## config.mk

```make
export PLATFORM = sky130hd
export DESIGN_NAME = usb_tx_line_encoder
export DESIGN_NICKNAME = d
export VERILOG_FILES = /design/src/rtl/usb_tx_line_encoder.sv
export SDC_FILE = /design/constraint.sdc
export NUM_CORES = 1
export LEC_CHECK = 0
export BUFFER_PORTS_ARGS = -buffer_cell sky130_fd_sc_hd__buf_2
export CAP_MARGIN = 20
export CORE_MARGIN = 2
export CORE_UTILIZATION = 45
export CTS_CLUSTER_SIZE = 16
export DETAILED_ROUTE_END_ITERATION = 8
export PLACE_DENSITY_LB_ADDON = 0.2
export SLEW_MARGIN = 5
export SYNTH_ARGS = -nofsm -noshare
export SYNTH_HDL_FRONTEND = slang
export SYNTH_SLANG_ARGS = --single-unit
```

## constraint.sdc

```tcl
create_clock -name clk -period 2.1 [get_ports clk]
set_input_delay 0.63 -clock clk [delete_from_list [all_inputs] [get_ports clk]]
set_output_delay 0.63 -clock clk [all_outputs]
set_load 0.05 [all_outputs]
```

## src/rtl/usb_tx_line_encoder.sv

```systemverilog
// USB full-speed TX line encoder: LSB-first serialiser with bit stuffing, NRZI and EOP generation.
// All outputs are registered; line changes land one clk after the bit_strobe that sends the bit.
module usb_tx_line_encoder #(
  parameter int unsigned STUFF_LEN    = 6,
  parameter int unsigned EOP_SE0_BITS = 2
) (
  input  logic       clk,
  input  logic       n_rst,
  input  logic       bit_strobe,
  input  logic       enc_en,
  input  logic       load,
  input  logic [7:0] load_data,
  input  logic       eop_en,
  output logic       d_plus,
  output logic       d_minus,
  output logic       byte_almost_complete,
  output logic       byte_complete,
  output logic       bit_stuff_en,
  output logic       eop_done,
  output logic       underrun
);

  localparam int unsigned Se0W = $clog2(EOP_SE0_BITS + 1);
  localparam logic [2:0]  StuffLast = 3'(STUFF_LEN - 1);
  localparam logic [2:0]  StuffMax  = 3'(STUFF_LEN);
  localparam logic [Se0W-1:0] Se0Last = Se0W'(EOP_SE0_BITS);

  typedef enum logic [2:0] {
    StIdle,
    StShift,
    StStuff,
    StEopSe0,
    StEopJ
  } state_e;

  state_e          state_q;
  logic [7:0]      shreg_q;
  logic [3:0]      bitcnt_q;
  logic [2:0]      onescnt_q;
  logic [Se0W-1:0] se0cnt_q;
  // NRZI line level: 1 = J, 0 = K.
  logic            nrzi_q;

  always_ff @(posedge clk or negedge n_rst) begin
    if (!n_rst) begin
      state_q              <= StIdle;
      shreg_q              <= '0;
      bitcnt_q             <= '0;
      onescnt_q            <= '0;
      se0cnt_q             <= '0;
      nrzi_q               <= 1'b1;
      d_plus               <= 1'b1;
      d_minus              <= 1'b0;
      byte_almost_complete <= 1'b0;
      byte_complete        <= 1'b0;
      bit_stuff_en         <= 1'b0;
      eop_done             <= 1'b0;
      underrun             <= 1'b0;
    end else begin
      byte_almost_complete <= 1'b0;
      byte_complete        <= 1'b0;
      eop_done             <= 1'b0;
      underrun             <= 1'b0;

      if (!enc_en) begin
        state_q      <= StIdle;
        shreg_q      <= '0;
        bitcnt_q     <= '0;
        onescnt_q    <= '0;
        se0cnt_q     <= '0;
        nrzi_q       <= 1'b1;
        d_plus       <= 1'b1;
        d_minus      <= 1'b0;
        bit_stuff_en <= 1'b0;
      end else begin
        unique case (state_q)
          StIdle: begin
            if (load) begin
              shreg_q  <= load_data;
              bitcnt_q <= '0;
              state_q  <= StShift;
            end
          end

          StShift: begin
            if (bitcnt_q != 4'd8) begin
              if (bit_strobe) begin
                bit_stuff_en <= 1'b0;
                shreg_q      <= {1'b0, shreg_q[7:1]};
                bitcnt_q     <= bitcnt_q + 4'd1;
                if (shreg_q[0]) begin
                  if (onescnt_q != StuffMax) begin
                    onescnt_q <= onescnt_q + 3'd1;
                  end
                  if (onescnt_q == StuffLast) begin
                    state_q <= StStuff;
                  end
                end else begin
                  nrzi_q    <= ~nrzi_q;
                  d_plus    <= ~nrzi_q;
                  d_minus   <= nrzi_q;
                  onescnt_q <= '0;
                end
                if (bitcnt_q == 4'd6) begin
                  byte_almost_complete <= 1'b1;
                end
                if (bitcnt_q == 4'd7) begin
                  byte_complete <= 1'b1;
                end
              end
            end else if (eop_en) begin
              // eop_en outranks any load offered while the byte is drained.
              if (bit_strobe) begin
                bit_stuff_en <= 1'b0;
                se0cnt_q     <= Se0W'(1);
                d_plus       <= 1'b0;
                d_minus      <= 1'b0;
                state_q      <= StEopSe0;
              end
            end else if (load) begin
              shreg_q  <= load_data;
              bitcnt_q <= '0;
            end else if (bit_strobe) begin
              underrun     <= 1'b1;
              bit_stuff_en <= 1'b0;
              onescnt_q    <= '0;
              nrzi_q       <= 1'b1;
              d_plus       <= 1'b1;
              d_minus      <= 1'b0;
              bitcnt_q     <= '0;
              state_q      <= StIdle;
            end
          end

          StStuff: begin
            if (bit_strobe) begin
              nrzi_q       <= ~nrzi_q;
              d_plus       <= ~nrzi_q;
              d_minus      <= nrzi_q;
              onescnt_q    <= '0;
              bit_stuff_en <= 1'b1;
              state_q      <= StShift;
            end
          end

          StEopSe0: begin
            if (bit_strobe) begin
              if (se0cnt_q == Se0Last) begin
                se0cnt_q <= '0;
                d_plus   <= 1'b1;
                d_minus  <= 1'b0;
                state_q  <= StEopJ;
              end else begin
                se0cnt_q <= se0cnt_q + Se0W'(1);
              end
            end
          end

          StEopJ: begin
            if (bit_strobe) begin
              eop_done  <= 1'b1;
              nrzi_q    <= 1'b1;
              onescnt_q <= '0;
              bitcnt_q  <= '0;
              d_plus    <= 1'b1;
              d_minus   <= 1'b0;
              state_q   <= StIdle;
            end
          end

          default: begin
            state_q <= StIdle;
          end
        endcase
      end
    end
  end

endmodule

```

Yosys cells after proc, flatten, opt, wreduce, memory -nomap -nowiden --
Cells that the tools add are included.
Storage, ports and cells: register bits 28, bits in latches 0, memory bits (writable) 0, ROM bits 0, output and inout port bits 7, logic and storage cells 159, memories kept 0
Operators by class: add/subtract/negate cells 3, $mul 0, div/mod/pow operators 0, $lt $le $gt $ge 0, eq/ne operators 33, shift-type cells 0, mux-type cells 98, bitwise logic cells 1, reduce and logical (&&, ||, !) cells 11
Operators with widths (count):
- $mux W3 | 21
- $mux W1 | 50
- $mux W8 | 5
- $ne A4 B4 Y1 const B | 8
- $mux W4 | 7
- $ne A3 B3 Y1 const B | 8
- $pmux W8 S2 | 1
- $pmux W3 S5 | 1
- $mux W2 | 6
- $pmux W4 S3 | 1
- $ne A5 B5 Y1 const B | 2
- $reduce_and A5 Y1 | 2
- $ne A3 B1 Y1 const B | 3
- $reduce_and A9 Y1 | 1
- $eq A4 B3 Y1 const B | 2
- $ne A4 B1 Y1 const B | 2
- $pmux W1 S4 | 2
- $reduce_and A8 Y1 | 1
- $reduce_and A7 Y1 | 1
- $eq A3 B2 Y1 const B | 2
- $eq A3 B3 Y1 const B | 2
- $pmux W3 S2 | 1
- $reduce_and A3 Y1 | 2
- $reduce_and A6 Y1 | 1
- other kinds (14) | 14

Depth between registers and ports, before layout --
word-level depth 7, mapped depth 8, depth with buffers taken out 7

Least setup slack after synthesis --
Ideal clock, no wire load.
path type reg-to-reg, from reg bitcnt_q[0], to reg state_q[0], setup time 128 ps, arrival 1732 ps, path slack 241 ps, stages on the path, launching flop included 8, buffers on the path 0, cell sequence dfrtp_1 -> inv_1 -> ha_1 -> and4bb_4 -> a21oi_1 -> nor2_1 -> a311oi_2 -> mux2_1
Between the ends: cells in the longest elaborated chain, start to end 4, elaborated cells on any way between the ends 9
RTL lines:
- from (decl) | RTL line 38 | logic [3:0] bitcnt_q;
- from (signal assigned) | RTL line 90 | bitcnt_q <= bitcnt_q + 4'd1;
- $ne A4 B4 Y1 (*) | RTL line 86 | if (bitcnt_q != 4'd8) begin
- $mux W3 | RTL line 86
- $pmux W3 S5 | RTL line 76 | unique case (state_q)
- $mux W3 | RTL line 65 | if (!enc_en) begin
- to (signal assigned) | RTL line 66 | state_q <= StIdle;
- to (signal assigned) | RTL line 81 | state_q <= StShift;
- to (signal assigned) | RTL line 96 | state_q <= StStuff;
- to (decl) | RTL line 36 | state_e state_q;
Mark *: on every way between the ends. The rest lies on a longest branch, timed or not. A chain may end at the register's enable or synchronous reset.

Worst setup path in the final report --
from reg state_q[0], to reg shreg_q[5]
Between the ends: cells in the longest elaborated chain, start to end 3, elaborated cells on any way between the ends 8
RTL lines:
- from (signal assigned) | RTL line 46 | state_q <= StIdle;
- from (signal assigned) | RTL line 66
- from (signal assigned) | RTL line 81
- $eq A3 B1 Y1 / $logic_not A3 Y1 (equally long branches) | RTL line 76
- $ne A4 B4 Y1 (no line) (tied with other cells)
- $reduce_and A3 Y1 (no line) / $mux W8 (equally long branches)
- to (signal assigned) | RTL line 79 | shreg_q <= load_data;
- to (signal assigned) | RTL line 89 | shreg_q <= {1'b0, shreg_q[7:1]};
- to (signal assigned) | RTL line 121 | shreg_q <= load_data;
- to (decl) | RTL line 37 | logic [7:0] shreg_q;
Parallel ways exist; a longest one is shown, timed or not.

==> qor.yml <==
timing:
  hold-worst-slack_ns: 0.355
  worst_slew_pin_slew_ns: 0.647
  slew_headroom: 0.569
  finalHoldViolCount: 0
  grt_setup_unrepaired: "false"
  final-setup-viol-count: 0
  clock_skew_ns: 0.00696
  fmax_ghz: 0.508
  setup_tns_ns: 0
  period_share: 0.937
  finalMaxSlewViolations: 0
  period_minus_slack_ns: 1.97
layout:
  layout.nets: 272
  layout-area-overhead-vs-synth_pct: 17.4
  antenna_cells: 0
  drive_gt1_frac: 0.267
  design_area_um2: 2370
worst_setup_path:
  critical-path-top-delay-family: "simple AND/OR/NAND/NOR gates"
  critPathKind: "reg2reg"
  crit_chain: "buf_12 -> nor3b_2 -> nand2_1 -> a221oi_2 -> nor2_1 -> buf_4 -> o2bb2ai_1"
  crit_arrival_ns: 2.15
  critPathRequiredTime_ns: 2.28
  cp.buffers_inverters: 2
  critPathCaptureType: "flop"
  crit_path_start_kind: "flop"
  critPathSlowestCell: "dfrtp_1"
  cpPeakStageDelay_ns: 0.47
  crit_path_max_fanout: 17
yosys:
  syn-cell-area_um2: 2020
  avgSynthCellArea_um2: 9.21
  synthTopCellsByArea: "dfrtp_1 (32%), a21oi_1 (5.0%), ha_1 (3.7%)"
  synth-edff-count: 0
  async_flop_share: 1.00
  synth_top_area_cell: "dfrtp_1"
  yosysMostFrequentCell: "dfrtp_1"
  synth_common_cells: "dfrtp_1 (26), a21oi_1 (20), nand2_1 (18), nor2_1 (16), inv_1 (11)"
  yosysSeqAreaShare: 0.349
  synth_cells: 219
  synth_flop_cell: "dfrtp_1"
  ys_ff_latch: 28
  yosys_warnings: 0
  yosys.cell_types.count: 64
  synthesis.nets: 239
  yosys.area.top_type_share: 0.323
floorplanning:
  initial_core_util: 0.466
  num_rows: 24
  die-area_um2: 5030
  die_w_um: 71.0
  coreArea_um2: 4320
  die_y_um: 71.0
  ios: 21
clocking:
  cts_hold_buf: 0
  cts_tree: "yes"
  cts.clk_slew.worst_paths_ns: 0.10
  cts_buffer_depth: 2
  cts_max_level: 1
  clock-sinks: 28
  root_buffer: "clkbuf_8"
  insertion_delay_ns: 0.29
  cts_buffers: 3
drt:
  wl_per_cell_um: 17.3
  drt-pass1-iter-count: 4
  drt_iter0_drc: 118
  routed_wirelength_mm: 5.23
  ant_nets: 0
  drc_errors: 0
  viasPerCell: 5.99
  vias: 1814
placed_design:
  gp_congestion: 0.861
  hpwl_mm: 3.72
  io_buffer_count: 20
  place_area_um2: 2270
global_routing:
  overflow: 0
  grt_start_max_net_pins: 29
  gr-usage-all-layers: 0.218
  antenna_found_initial: 0
  first_global_vias: 1740
  grt_pass1_wl_mm: 8.76
outcome:
  outcome: "completed"
job:
  max-cap-violations: 0
power:
  p_per_area_nw_per_um2: 1070
  p_leak_nw: 1.06
  peakVddDrop_uv: 436
worst_hold_path:
  hold_path_class: "in2async"
[report_power, final]
part | switching, mW | internal (mW) | total [mW]
Sequential | 0.0959 | 0.654 | 0.750
Combinational | 0.794 | 0.554 | 1.35
Clock | 0.188 | 0.256 | 0.444
Total | 1.08 | 1.46 | 2.54
[worst paths after layout]
kind,slack [ns],from,cells after the start,endpoint
worst min register to register,0.50,shreg_q[6],1,shreg_q[6]
worst max register to register,0.13,state_q[0],7,shreg_q[5]
worst min-delay path,0.35,n_rst,1,bit_stuff_en
worst max-delay path,0.13,state_q[0],7,shreg_q[5]
max in group asynchronous,1.33,n_rst,1,eop_done
min in group clk,0.50,shreg_q[6],1,shreg_q[6]
[cell usage in the layout (no fill, tap or decap), types with 2 or more instances in the layout]
| cell | n |
|---|---|
| dfstp_2 | 2 |
| a21oi_1 | 20 |
| dfrtp_1 | 26 |
| and3_1 | 7 |
| nor4_1 | 2 |
| o211ai_1 | 2 |
| and2_1 | 3 |
| a211o_1 | 4 |
| buf_4 | 21 |
| nand2b_1 | 4 |
| o2bb2ai_1 | 6 |
| nand3_1 | 6 |
| inv_1 | 11 |
| mux2i_1 | 2 |
| nor3b_2 | 2 |
| a221oi_2 | 2 |
| nor2_1 | 16 |
| nand2_1 | 18 |
| o21ai_1 | 3 |
| o32a_1 | 2 |
| buf_12 | 2 |
| mux2_1 | 4 |
| nor3_1 | 3 |
| o21ai_0 | 6 |
| a32oi_1 | 2 |
| clkbuf_8 | 3 |
| buf_2 | 20 |
| nand4_1 | 4 |
| a21o_1 | 3 |
| nor2b_1 | 3 |
| a22o_1 | 2 |
| nand4bb_1 | 2 |
| o22ai_1 | 2 |
| ha_1 | 6 |
[timing repair]
item / in CTS / in global routing
setup buffers: 0 / 2
endpoints found under the setup margin: 0 / 10
gates resized for setup: 0 / 1
[final cells by class]
cell class	count	area (µm²)
Clock inverter	1	30.0
Inverter	11	41.3
Sequential cell	28	703
Clock buffer	3	41.3
Tap cell	52	65.1
Multi-Input combinational cell	165	1190
Timing Repair Buffer	43	298
Fill cell	432	1960
[layer usage]
metal	track usage	part of all wire
met3	0.0214	0.038
met4	0.0650	0.012
met1	0.308	0.49
met5	0	0
met2	0.357	0.47
[sequential cells by signal (all words and copies together), names as in the netlist]
register	flops
bit_stuff_en	1
bitcnt_q	4
byte_almost_complete	1
byte_complete	1
d_minus	1
d_plus	1
eop_done	1
nrzi_q	1
onescnt_q	3
se0cnt_q	2
shreg_q	8
state_q	3
underrun	1
[stage by stage]
stage | worst slack, ns | utilization | std cells | power (mW)
finish | 0.133 | 0.548 | 303 | 2.54
global route | 0.0203 | 0.548 | 303 | 2.69
CTS | 0.107 | 0.542 | 301 | 2.51
detailed placement | 0.0777 | 0.526 | 297 | 2.07
global placement | 0.0918 | 0.526 | 297 | 2.06
floorplan | 0.241 | - | 219 | 1.72
[cells by family after synthesis]
logic type / synth area share
simple gates: 0.243
compound gates: 0.256
flops: 0.349
buf+inv: 0.0658
mux: 0.0447
fa+ha+maj: 0.0372
xor+xnor: 0.00434
Power figures use the tool's default switching activity.
